==> config.mk <==
export PLATFORM = sky130hd
export DESIGN_NAME = l0_ctrl
export DESIGN_NICKNAME = d
export VERILOG_FILES = /design/src/rtl/l0_ctrl_pkg.sv /design/src/rtl/l0_ctrl_cnt.sv /design/src/rtl/l0_ctrl.sv
export SDC_FILE = /design/constraint.sdc
export NUM_CORES = 1
export LEC_CHECK = 0
export ABC_CLOCK_PERIOD_IN_PS = 2800
export CORE_ASPECT_RATIO = 1.1
export CORE_UTILIZATION = 63
export DETAILED_ROUTE_END_ITERATION = 6
export DONT_BUFFER_PORTS = 1
export GPL_TIMING_DRIVEN = 0
export PLACE_DENSITY = 0.79
export SLEW_MARGIN = 5
export SYNTH_ARGS = -nofsm -noshare
export SYNTH_HDL_FRONTEND = slang
export SYNTH_SLANG_ARGS = --single-unit
==> constraint.sdc <==
create_clock -name clk -period 2.8 [get_ports clk]
set_clock_uncertainty 0.2 [all_clocks]
set_input_delay 0.42 -clock clk [delete_from_list [all_inputs] [get_ports clk]]
set_output_delay 0.42 -clock clk [all_outputs]
set_load 0.05 [all_outputs]
==> src/rtl/l0_ctrl_pkg.sv <==
// l0_ctrl_pkg: shared definitions for the L0 input-buffer sequencer.
//   - l0_state_e : FSM state encoding (IDLE=0 .. DONE=4)
//   - Def*       : default geometry used as parameter defaults by l0_ctrl
package l0_ctrl_pkg;

   typedef enum logic [2:0] {
      StIdle  = 3'd0,
      StLoad  = 3'd1,
      StDrain = 3'd2,
      StFlush = 3'd3,
      StDone  = 3'd4
   } l0_state_e;

   localparam int unsigned DefRow      = 8;
   localparam int unsigned DefDepth    = 64;
   localparam int unsigned DefAw       = 11;
   localparam int unsigned DefLw       = 11;
   localparam int unsigned DefPrefetch = 16;

endpackage

==> src/rtl/l0_ctrl_cnt.sv <==
// l0_ctrl_cnt: loadable up-counter with terminal-count flag.
// Ports:
//   clk        in  clock
//   reset      in  synchronous, active-high; clears the count
//   i_load     in  load i_load_val (has priority over i_en)
//   i_load_val in  value loaded on i_load
//   i_en       in  increment by one
//   i_last     in  terminal value
//   o_cnt      out current count
//   o_tc       out count equals i_last
module l0_ctrl_cnt #(
   parameter int unsigned W = 8
) (
   input  logic         clk,
   input  logic         reset,
   input  logic         i_load,
   input  logic [W-1:0] i_load_val,
   input  logic         i_en,
   input  logic [W-1:0] i_last,
   output logic [W-1:0] o_cnt,
   output logic         o_tc
);

   logic [W-1:0] r_cnt;

   always_ff @(posedge clk) begin
      if (reset) begin
         r_cnt <= '0;
      end else if (i_load) begin
         r_cnt <= i_load_val;
      end else if (i_en) begin
         r_cnt <= r_cnt + 1'b1;
      end
   end

   assign o_cnt = r_cnt;
   assign o_tc  = (r_cnt == i_last);

endmodule

==> src/rtl/l0_ctrl.sv <==
// l0_ctrl: sequencer for the L0 input buffer (Row FIFOs, shared write, staggered read).
// LOAD streams len vectors from activation SRAM into L0, DRAIN issues one contiguous
// len-cycle read burst, FLUSH waits Row+1 cycles for the stagger to clear, DONE pulses.
// Only strobes and addresses are produced; SRAM read data goes straight to L0.
//
// Build option: define L0_CTRL_OVERLAP_EN to let DRAIN start once min(len, Prefetch)
// vectors are written while LOAD continues, and to accept any nonzero len.
//
// Ports:
//   clk          in  clock
//   reset        in  synchronous, active-high
//   i_start      in  single-cycle request, sampled only in IDLE
//   i_len        in  vector count, sampled with i_start
//   i_base_addr  in  first SRAM address, sampled with i_start
//   o_mem_rd     out SRAM read strobe (1-cycle read latency)
//   o_mem_addr   out SRAM read address
//   o_l0_wr      out L0 write strobe (o_mem_rd delayed one cycle)
//   o_l0_rd      out L0 read request
//   i_l0_full    in  any L0 row full
//   i_l0_ready   in  no L0 row full
//   o_busy       out high in every state except IDLE
//   o_done       out one-cycle completion pulse
//   o_err        out sticky error; cleared by reset or an accepted start
module l0_ctrl
   import l0_ctrl_pkg::*;
#(
   parameter int unsigned Row      = DefRow,
   parameter int unsigned Depth    = DefDepth,
   parameter int unsigned Aw       = DefAw,
   parameter int unsigned Lw       = DefLw,
   parameter int unsigned Prefetch = DefPrefetch
) (
   input  logic          clk,
   input  logic          reset,
   input  logic          i_start,
   input  logic [Lw-1:0] i_len,
   input  logic [Aw-1:0] i_base_addr,
   output logic          o_mem_rd,
   output logic [Aw-1:0] o_mem_addr,
   output logic          o_l0_wr,
   output logic          o_l0_rd,
   input  logic          i_l0_full,
   input  logic          i_l0_ready,
   output logic          o_busy,
   output logic          o_done,
   output logic          o_err
);

   localparam int unsigned FlushW = $clog2(Row + 2);
   localparam logic [Lw-1:0] DepthLen    = Lw'(Depth);
   localparam logic [Lw-1:0] PrefetchLen = Lw'(Prefetch);
   localparam logic [FlushW-1:0] FlushLast = FlushW'(Row);

`ifdef L0_CTRL_OVERLAP_EN
   if (Prefetch + Row + 2 > Depth) begin : g_bad_cfg
      $error("l0_ctrl: Prefetch + Row + 2 must not exceed Depth");
   end
`endif

   l0_state_e       r_state;
   l0_state_e       w_state_nxt;
   logic [Lw-1:0]   r_len;
   logic [Aw-1:0]   r_addr;
   logic            r_l0_wr;
   logic            r_err;

   logic            w_accept;
   logic            w_reject;
   logic            w_len_ok;
   logic            w_mem_rd;
   logic            w_l0_rd;
   logic            w_flush_en;
   logic [Lw-1:0]   w_thr;

   logic [Lw-1:0]     w_load_cnt;
   logic              w_load_tc;
   logic [Lw-1:0]     w_drain_cnt;
   logic              w_drain_tc;
   logic [FlushW-1:0] w_flush_cnt;
   logic              w_flush_tc;
   logic              w_unused;

`ifdef L0_CTRL_OVERLAP_EN
   assign w_len_ok = (i_len != '0);
   // Reads may start once this many writes have landed in L0.
   assign w_thr    = (r_len < PrefetchLen) ? r_len : PrefetchLen;
   assign w_unused = ^{w_drain_cnt, w_flush_cnt};
`else
   assign w_len_ok = (i_len != '0) && (i_len <= DepthLen);
   assign w_thr    = r_len;
   assign w_unused = ^{w_drain_cnt, w_flush_cnt, PrefetchLen};
`endif

   // Counts reads issued; writes completed by the end of this cycle equal this count.
   l0_ctrl_cnt #(.W(Lw)) u_load_cnt (
      .clk        (clk),
      .reset      (reset),
      .i_load     (w_accept),
      .i_load_val ('0),
      .i_en       (w_mem_rd),
      .i_last     (r_len),
      .o_cnt      (w_load_cnt),
      .o_tc       (w_load_tc)
   );

   l0_ctrl_cnt #(.W(Lw)) u_drain_cnt (
      .clk        (clk),
      .reset      (reset),
      .i_load     (w_accept),
      .i_load_val ('0),
      .i_en       (w_l0_rd),
      .i_last     (r_len - 1'b1),
      .o_cnt      (w_drain_cnt),
      .o_tc       (w_drain_tc)
   );

   l0_ctrl_cnt #(.W(FlushW)) u_flush_cnt (
      .clk        (clk),
      .reset      (reset),
      .i_load     (w_accept),
      .i_load_val ('0),
      .i_en       (w_flush_en),
      .i_last     (FlushLast),
      .o_cnt      (w_flush_cnt),
      .o_tc       (w_flush_tc)
   );

   always_comb begin
      w_state_nxt = r_state;
      w_accept    = 1'b0;
      w_reject    = 1'b0;
      w_mem_rd    = 1'b0;
      w_l0_rd     = 1'b0;
      w_flush_en  = 1'b0;
      unique case (r_state)
         StIdle: begin
            if (i_start) begin
               if (w_len_ok && i_l0_ready) begin
                  w_accept    = 1'b1;
                  w_state_nxt = StLoad;
               end else begin
                  w_reject = 1'b1;
               end
            end
         end
         StLoad: begin
            w_mem_rd = !w_load_tc;
            // Enter DRAIN the cycle after the threshold write has issued.
            if (w_load_cnt >= w_thr) begin
               w_state_nxt = StDrain;
            end
         end
         StDrain: begin
            w_mem_rd = !w_load_tc;
            w_l0_rd  = 1'b1;
            if (w_drain_tc && w_load_tc) begin
               w_state_nxt = StFlush;
            end
         end
         StFlush: begin
            w_flush_en = 1'b1;
            if (w_flush_tc) begin
               w_state_nxt = StDone;
            end
         end
         StDone: begin
            w_state_nxt = StIdle;
         end
         default: begin
            w_state_nxt = StIdle;
         end
      endcase
   end

   always_ff @(posedge clk) begin
      if (reset) begin
         r_state <= StIdle;
         r_len   <= '0;
         r_addr  <= '0;
         r_l0_wr <= 1'b0;
         r_err   <= 1'b0;
      end else begin
         r_state <= w_state_nxt;
         r_l0_wr <= w_mem_rd;
         if (w_accept) begin
            r_len  <= i_len;
            r_addr <= i_base_addr;
         end else if (w_mem_rd) begin
            r_addr <= r_addr + 1'b1;
         end
         if (w_accept) begin
            r_err <= 1'b0;
         end else if (w_reject || (r_l0_wr && i_l0_full)) begin
            r_err <= 1'b1;
         end
      end
   end

   assign o_mem_rd   = w_mem_rd;
   assign o_mem_addr = r_addr;
   assign o_l0_wr    = r_l0_wr;
   assign o_l0_rd    = w_l0_rd;
   assign o_busy     = (r_state != StIdle);
   assign o_done     = (r_state == StDone);
   assign o_err      = r_err;

endmodule
==> summary.txt, run 1 <==
run status: completed
FF-to-FF path depth: 8
area of the core: 0.00438 mm^2
Worst-Margin Slew: 0.741 ns
Syn Inst Count: 357
CP startpoint kind: flip-flop
Via density: 6.02
layout cells sized above 1: 10.9%
vias in the first global route: 2408
yosys warns: 0
Finished Core Util: 73.4%
Worst setup EP type: output port
drt drc: 0
Setup crit start: r_len[8]
Power Density: 464 mW/mm^2
worst slack, placed: -0.101 ns
placed cell areas: 0.00302 mm^2
Post-synth top flop: dfxtp_1
end point of the critical path: o_mem_rd
Yosys top cell by area: dfxtp_1
drt pass-1 iters: 4
asr flop ratio synth: 0%
Fin. Hold Viols: 0
die footprint: 0.00496 mm^2
first-pass GRT wire length: 11000 um
R2R Path Start: r_len[8]
# fillers: 339
Synth top area share: 36.0%
TritonCTS buffer count: 5
Leakage Power: 1.22 nW
clk sinks: 53
CP max FO: 10
Bufs on Longest Clock Path: 2
Iteration-0 DRC Markers: 129
pin count of the biggest net entering global routing: 17
IO Port Bufs: 0
Seq/Total Area, Yosys: 36.0%
Worst path slowest cell: or3_4
Slew Viols, Final: 0
final setup vio count: 0
Mapped Area: 0.00295 mm^2
GRT Util Overall: 29.4%
worst vdd ir: 0.000359 V
Final Cell Area: 0.00321 mm^2
Detailed Place HPWL: 5000 um
EDFF count, synth: 0
Worst slew margin: 50.4%
#FFs+latches synth: 53
H-tree depth: 2
worst hold slack: 0.0360 ns
largest cells by area after synthesis: dfxtp_1 (36%), ha_1 (7.2%), xor2_1 (6.5%)
worst path bufs/invs: 2
Max-Cap Viols: 0
clock root buffer: clkbuf_8
Die W: 67.2 um
FF-to-FF End: r_state[0]
min Tclk post-route: 2.68 ns
CP Class: reg -> out
Avg WL per Cell: 16.0 um
Mapped Avg Cell Area: 8.26 um^2
Netlist cell types: 49
CP delay by family, top: simple AND/OR/NAND/NOR gates
CP Depth: 6
clock slew at reported path FFs: 0.10 ns
IO Pins: 44
Max Fclk: 0.373 GHz
remaining global-route overflow: 0
commonest non-fill, non-tap cells in the layout: dfxtp_1 (45), nor2_1 (41), nand2_1 (35)
setup ws final: 0.121 ns
total wire length: 6730 um
commonest non-fill, non-tap cell in the layout: dfxtp_1
via count: 2529
die height: 73.8 um
standard-cell rows: 25
Antenna Violating Nets Remaining: 0
slowest stage delay, CP: 0.41 ns
clk_lat worst skew: 0.30 ns
CTS tree: built
class of the worst hold path: in -> reg
Worst Path Arrival: 2.06 ns
ant diodes: 0
r2r setup slk: 0.12 ns
Crit path required time: 2.18 ns
Syn-to-layout area delta: 8.99%
nets: 409
post-synthesis net count: 401
number of antenna violations at the first check in global routing: 0
Period Utilization, post-route: 95.7%
sequence of cells on the critical path: inv_1 -> ha_1 -> nand4_1 -> or3_4 -> and2_2 -> buf_4
GPL Wtd Cong: 0.856
initial core utilization: 67.3%
[how the worst min path moves through the flow]
stage              start         to  slack (ns)  cells after the start
2_1_floorplan  r_len[10]  r_len[10]        0.25                      2
4_1_cts         i_len[4]   r_len[4]        0.03                      2
3_3_place_gp   r_len[10]  r_len[10]        0.27                      2
5_1_grt         i_len[3]   r_len[3]        0.04                      2
6_report        i_len[4]   r_len[4]        0.04                      2
3_5_place_dp   r_len[10]  r_len[10]        0.28                      2
[cell usage after synthesis, drive strengths merged, types with 2 or more instances]
cell type and count:
dfxtp 53, buf 7, a31oi 2, a221oi 2
a21oi 22, and2 4, xnor2 15, a21o 3
ha 17, clkbuf 8, o211ai 2, inv 19
o221a 2, nor4 5, and4 2, o21ai 11
nand3 14, mux2i 3, nor2 41, and3 9
xor2 22, nor3 9, nand2 35, nand4 13
a211oi 9, nand2b 3, or3 8
[state kept, by name, indices dropped and copies added, names as in the netlist]
signal / count
u_flush_cnt.o_cnt: 4
r_len: 11
u_drain_cnt.o_cnt: 11
o_l0_wr: 1
o_err: 1
r_state: 3
o_mem_addr: 11
u_load_cnt.o_cnt: 11
[through the flow]
stage / setup TNS [ns] / power (mW) / instances
floorplan: 0 / 0.874 / 357
global placement: -0.0548 / 0.891 / 411
detailed placement: -0.239 / 0.893 / 411
CTS: 0 / 1.49 / 420
global route: -0.00252 / 1.53 / 420
finish: 0 / 1.49 / 420
[timing repair]
action / in CTS / in global routing
endpoints found under the hold margin: 1 / 0
setup endpoints to repair: 9 / 33
cloned: 0 / 0
buffers inserted: 0 / 0
gates resized for setup: 11 / 11
pin swaps: 2 / 2
hold buffers: 1 / 0
[routing by layer]
metal  global-route usage (%)  share of wire [%]  up-vias
li1                         -                  -     1269
met1                     32.8                 43     1180
met2                     55.2                 51       72
met3                     5.90                4.6        8
met4                     8.27                1.1        0
met5                        0                  0        -
[logic make-up after synthesis]
group                    share of synthesized area (%)
buffers and inverters                             4.62
AO/OA/AOI/OAI                                     14.0
AND/OR/NAND/NOR                                   25.0
multiplexers                                      1.40
adder cells (fa/ha/maj)                           7.21
XOR/XNOR                                          11.8
flip-flops                                        36.0
[report_power, final]
| group | internal, mW | switching [mW] | leakage [nW] | total [mW] |
|---|---|---|---|---|
| logic | 0.0315 | 0.0663 | 0.721 | 0.0978 |
| registers | 0.760 | 0.0230 | 0.432 | 0.783 |
| clock network | 0.355 | 0.255 | 0.0681 | 0.611 |
| total | 1.15 | 0.345 | 1.22 | 1.49 |
[area by class of cell]
| cell class | count | area, um^2 | share of cell area [%] |
|---|---|---|---|
| Multi-Input combinational cell | 270 | 1790 | 55.6 |
| Buffer | 15 | 68.8 | 2.14 |
| Clock inverter | 3 | 65.1 | 2.02 |
| Sequential cell | 53 | 1080 | 33.5 |
| Inverter | 19 | 71.3 | 2.22 |
| Clock buffer | 5 | 68.8 | 2.14 |
| Tap cell | 54 | 67.6 | 2.10 |
| Timing Repair Buffer | 1 | 10.0 | 0.311 |
Note: power is estimated with default switching activity, not from simulation.
==> run 2, diff against run 1 <==
CORE_UTILIZATION = 55   (was 63)
PLACE_DENSITY = 0.7   (was 0.79)
==> run 2 against run 1 <==
Sequential power hardly changed. Total power is 12% lower. Sequential share of layout area is 0.46 points higher. Count of clock-buffer cells in the layout stayed put. Worst hold slack worse by 0.016 ns. Critical path type is now reg -> reg. Combinational power is 0.6% lower.
==> summary.txt, run 2 (synthesized netlist as in run 1, its figures left out) <==
worst slack, placed: -0.0724 ns
RSZ-0062 raised after global routing: true
Worst setup EP type: flip-flop
standard-cell rows: 27
Iteration-0 DRC Markers: 139
final setup vio count: 0
Detailed Place HPWL: 4880 um
commonest non-fill, non-tap cell in the layout: dfxtp_1
setup ws final: 0.115 ns
IO Pins: 44
worst path bufs/invs: 1
Antenna Violating Nets Remaining: 0
remaining global-route overflow: 0
area of the core: 0.00507 mm^2
min Tclk post-route: 2.69 ns
die footprint: 0.00566 mm^2
FF-to-FF End: r_state[0]
commonest non-fill, non-tap cells in the layout: dfxtp_1 (45), nor2_1 (41), nand2_1 (35)
drt pass-1 iters: 4
layout cells sized above 1: 10.4%
sink of the worst hold path: r_len[6]
number of antenna violations at the first check in global routing: 0
Worst path slowest cell: or4_4
run status: completed
first-pass GRT wire length: 11000 um
pin count of the biggest net entering global routing: 17
CP max FO: 4
IO Port Bufs: 0
FF-to-FF path depth: 8
GPL Wtd Cong: 0.830
H-tree depth: 2
Bufs on Longest Clock Path: 2
via count: 2521
Min-Delay Startpoint: i_len[6]
Avg WL per Cell: 15.4 um
GRT Util Overall: 24.8%
r2r setup slk: 0.11 ns
clk_lat worst skew: 0.32 ns
worst vdd ir: 0.000346 V
sequence of cells on the critical path: inv_1 -> ha_1 -> nand4_1 -> or3_4 -> or4_4 -> nor4_2 -> nand4_1 -> a221oi_2
Worst Path Arrival: 2.73 ns
Worst-Margin Slew: 0.801 ns
# fillers: 442
Max-Cap Viols: 0
CP most frequent cell: nand4_1
Leakage Power: 1.18 nW
Crit path required time: 2.85 ns
clock root buffer: clkbuf_8
CP startpoint kind: flip-flop
initial core utilization: 58.2%
die height: 78.8 um
Period Utilization, post-route: 95.9%
Max Fclk: 0.372 GHz
TritonCTS buffer count: 5
Via density: 5.96
CTS tree: built
Setup TNS: 0 ns
Fin. Hold Viols: 0
ant diodes: 0
CP Class: reg -> reg
hold path cells: 2
total wire length: 6500 um
Slew Viols, Final: 0
Syn-to-layout area delta: 7.25%
vias in the first global route: 2419
slowest stage delay, CP: 0.49 ns
nets: 409
clk sinks: 53
Die W: 71.8 um
class of the worst hold path: in -> reg
Worst slew margin: 46.4%
R2R Path Start: r_len[8]
clock slew at reported path FFs: 0.10 ns
CP delay by family, top: simple AND/OR/NAND/NOR gates
Power Density: 417 mW/mm^2
drt drc: 0
==> run 2: changes by cell type in the layout (fill, tap and decap cells not counted), sizes merged <==
cell / delta
clkinvlp: +1
bufinv: -2
==> run 2: how the worst max path moves through the flow <==
stage                     from              endpoint  depth (start not counted)
floorplan             r_len[2]         o_mem_addr[0]                          7
CTS                   r_len[8]            r_state[0]                          8
global placement    r_state[1]  u_drain_cnt.o_cnt[7]                          5
finish                r_len[8]            r_state[0]                          8
global route          r_len[7]            r_state[0]                          8
detailed placement    r_len[8]            r_state[0]                          8
==> run 2: area by class of cell <==
cell class                 instances  area, um^2  area share, %
multi-input combinational        270        1780           56.2
timing repair buffer               1        10.0          0.316
clock buffer                       5        68.8           2.18
inverter                          19        71.3           2.25
buffer                            15        72.6           2.29
clock inverter                     2        16.3          0.514
sequential                        53        1070           33.9
tap                               58        72.6           2.29
==> run 2: timing repair <==
item,4_1_cts,5_1_grt
endpoints found under the setup margin,19,32
pin swaps,2,3
hold buffers,1,0
buffers inserted,0,0
resized for setup,9,10
hold endpoints to repair,1,0
==> run 2: metal layers <==
layer  GRT usage [%]  wire length [um]  part of all wire, %
met1            30.0              2920                   45
met2            43.4              3200                   49
met3            5.20               292                  4.5
met4            8.63                88                  1.4
met5               0                 0                    0
==> run 2: through the flow <==
| stage | area (um^2) | instances | util, % | total power, mW | hold slack (ns) |
|---|---|---|---|---|---|
| floorplan | 2950 | 357 | - | 0.874 | 0.249 |
| global placement | 3020 | 415 | 59.6 | 0.893 | 0.267 |
| detailed placement | 3020 | 415 | 59.6 | 0.893 | 0.277 |
| CTS | 3140 | 423 | 61.9 | 1.33 | 0.0159 |
| global route | 3160 | 423 | 62.4 | 1.37 | 0.0178 |
| finish | 3160 | 423 | 62.4 | 1.32 | 0.0203 |
==> run 2: report_power, final <==
group | internal [mW] | leakage [nW] | total (mW) | switching (mW)
Clock | 0.173 | 0.0402 | 0.438 | 0.264
Sequential | 0.761 | 0.432 | 0.784 | 0.0229
Combinational | 0.0315 | 0.705 | 0.0972 | 0.0657
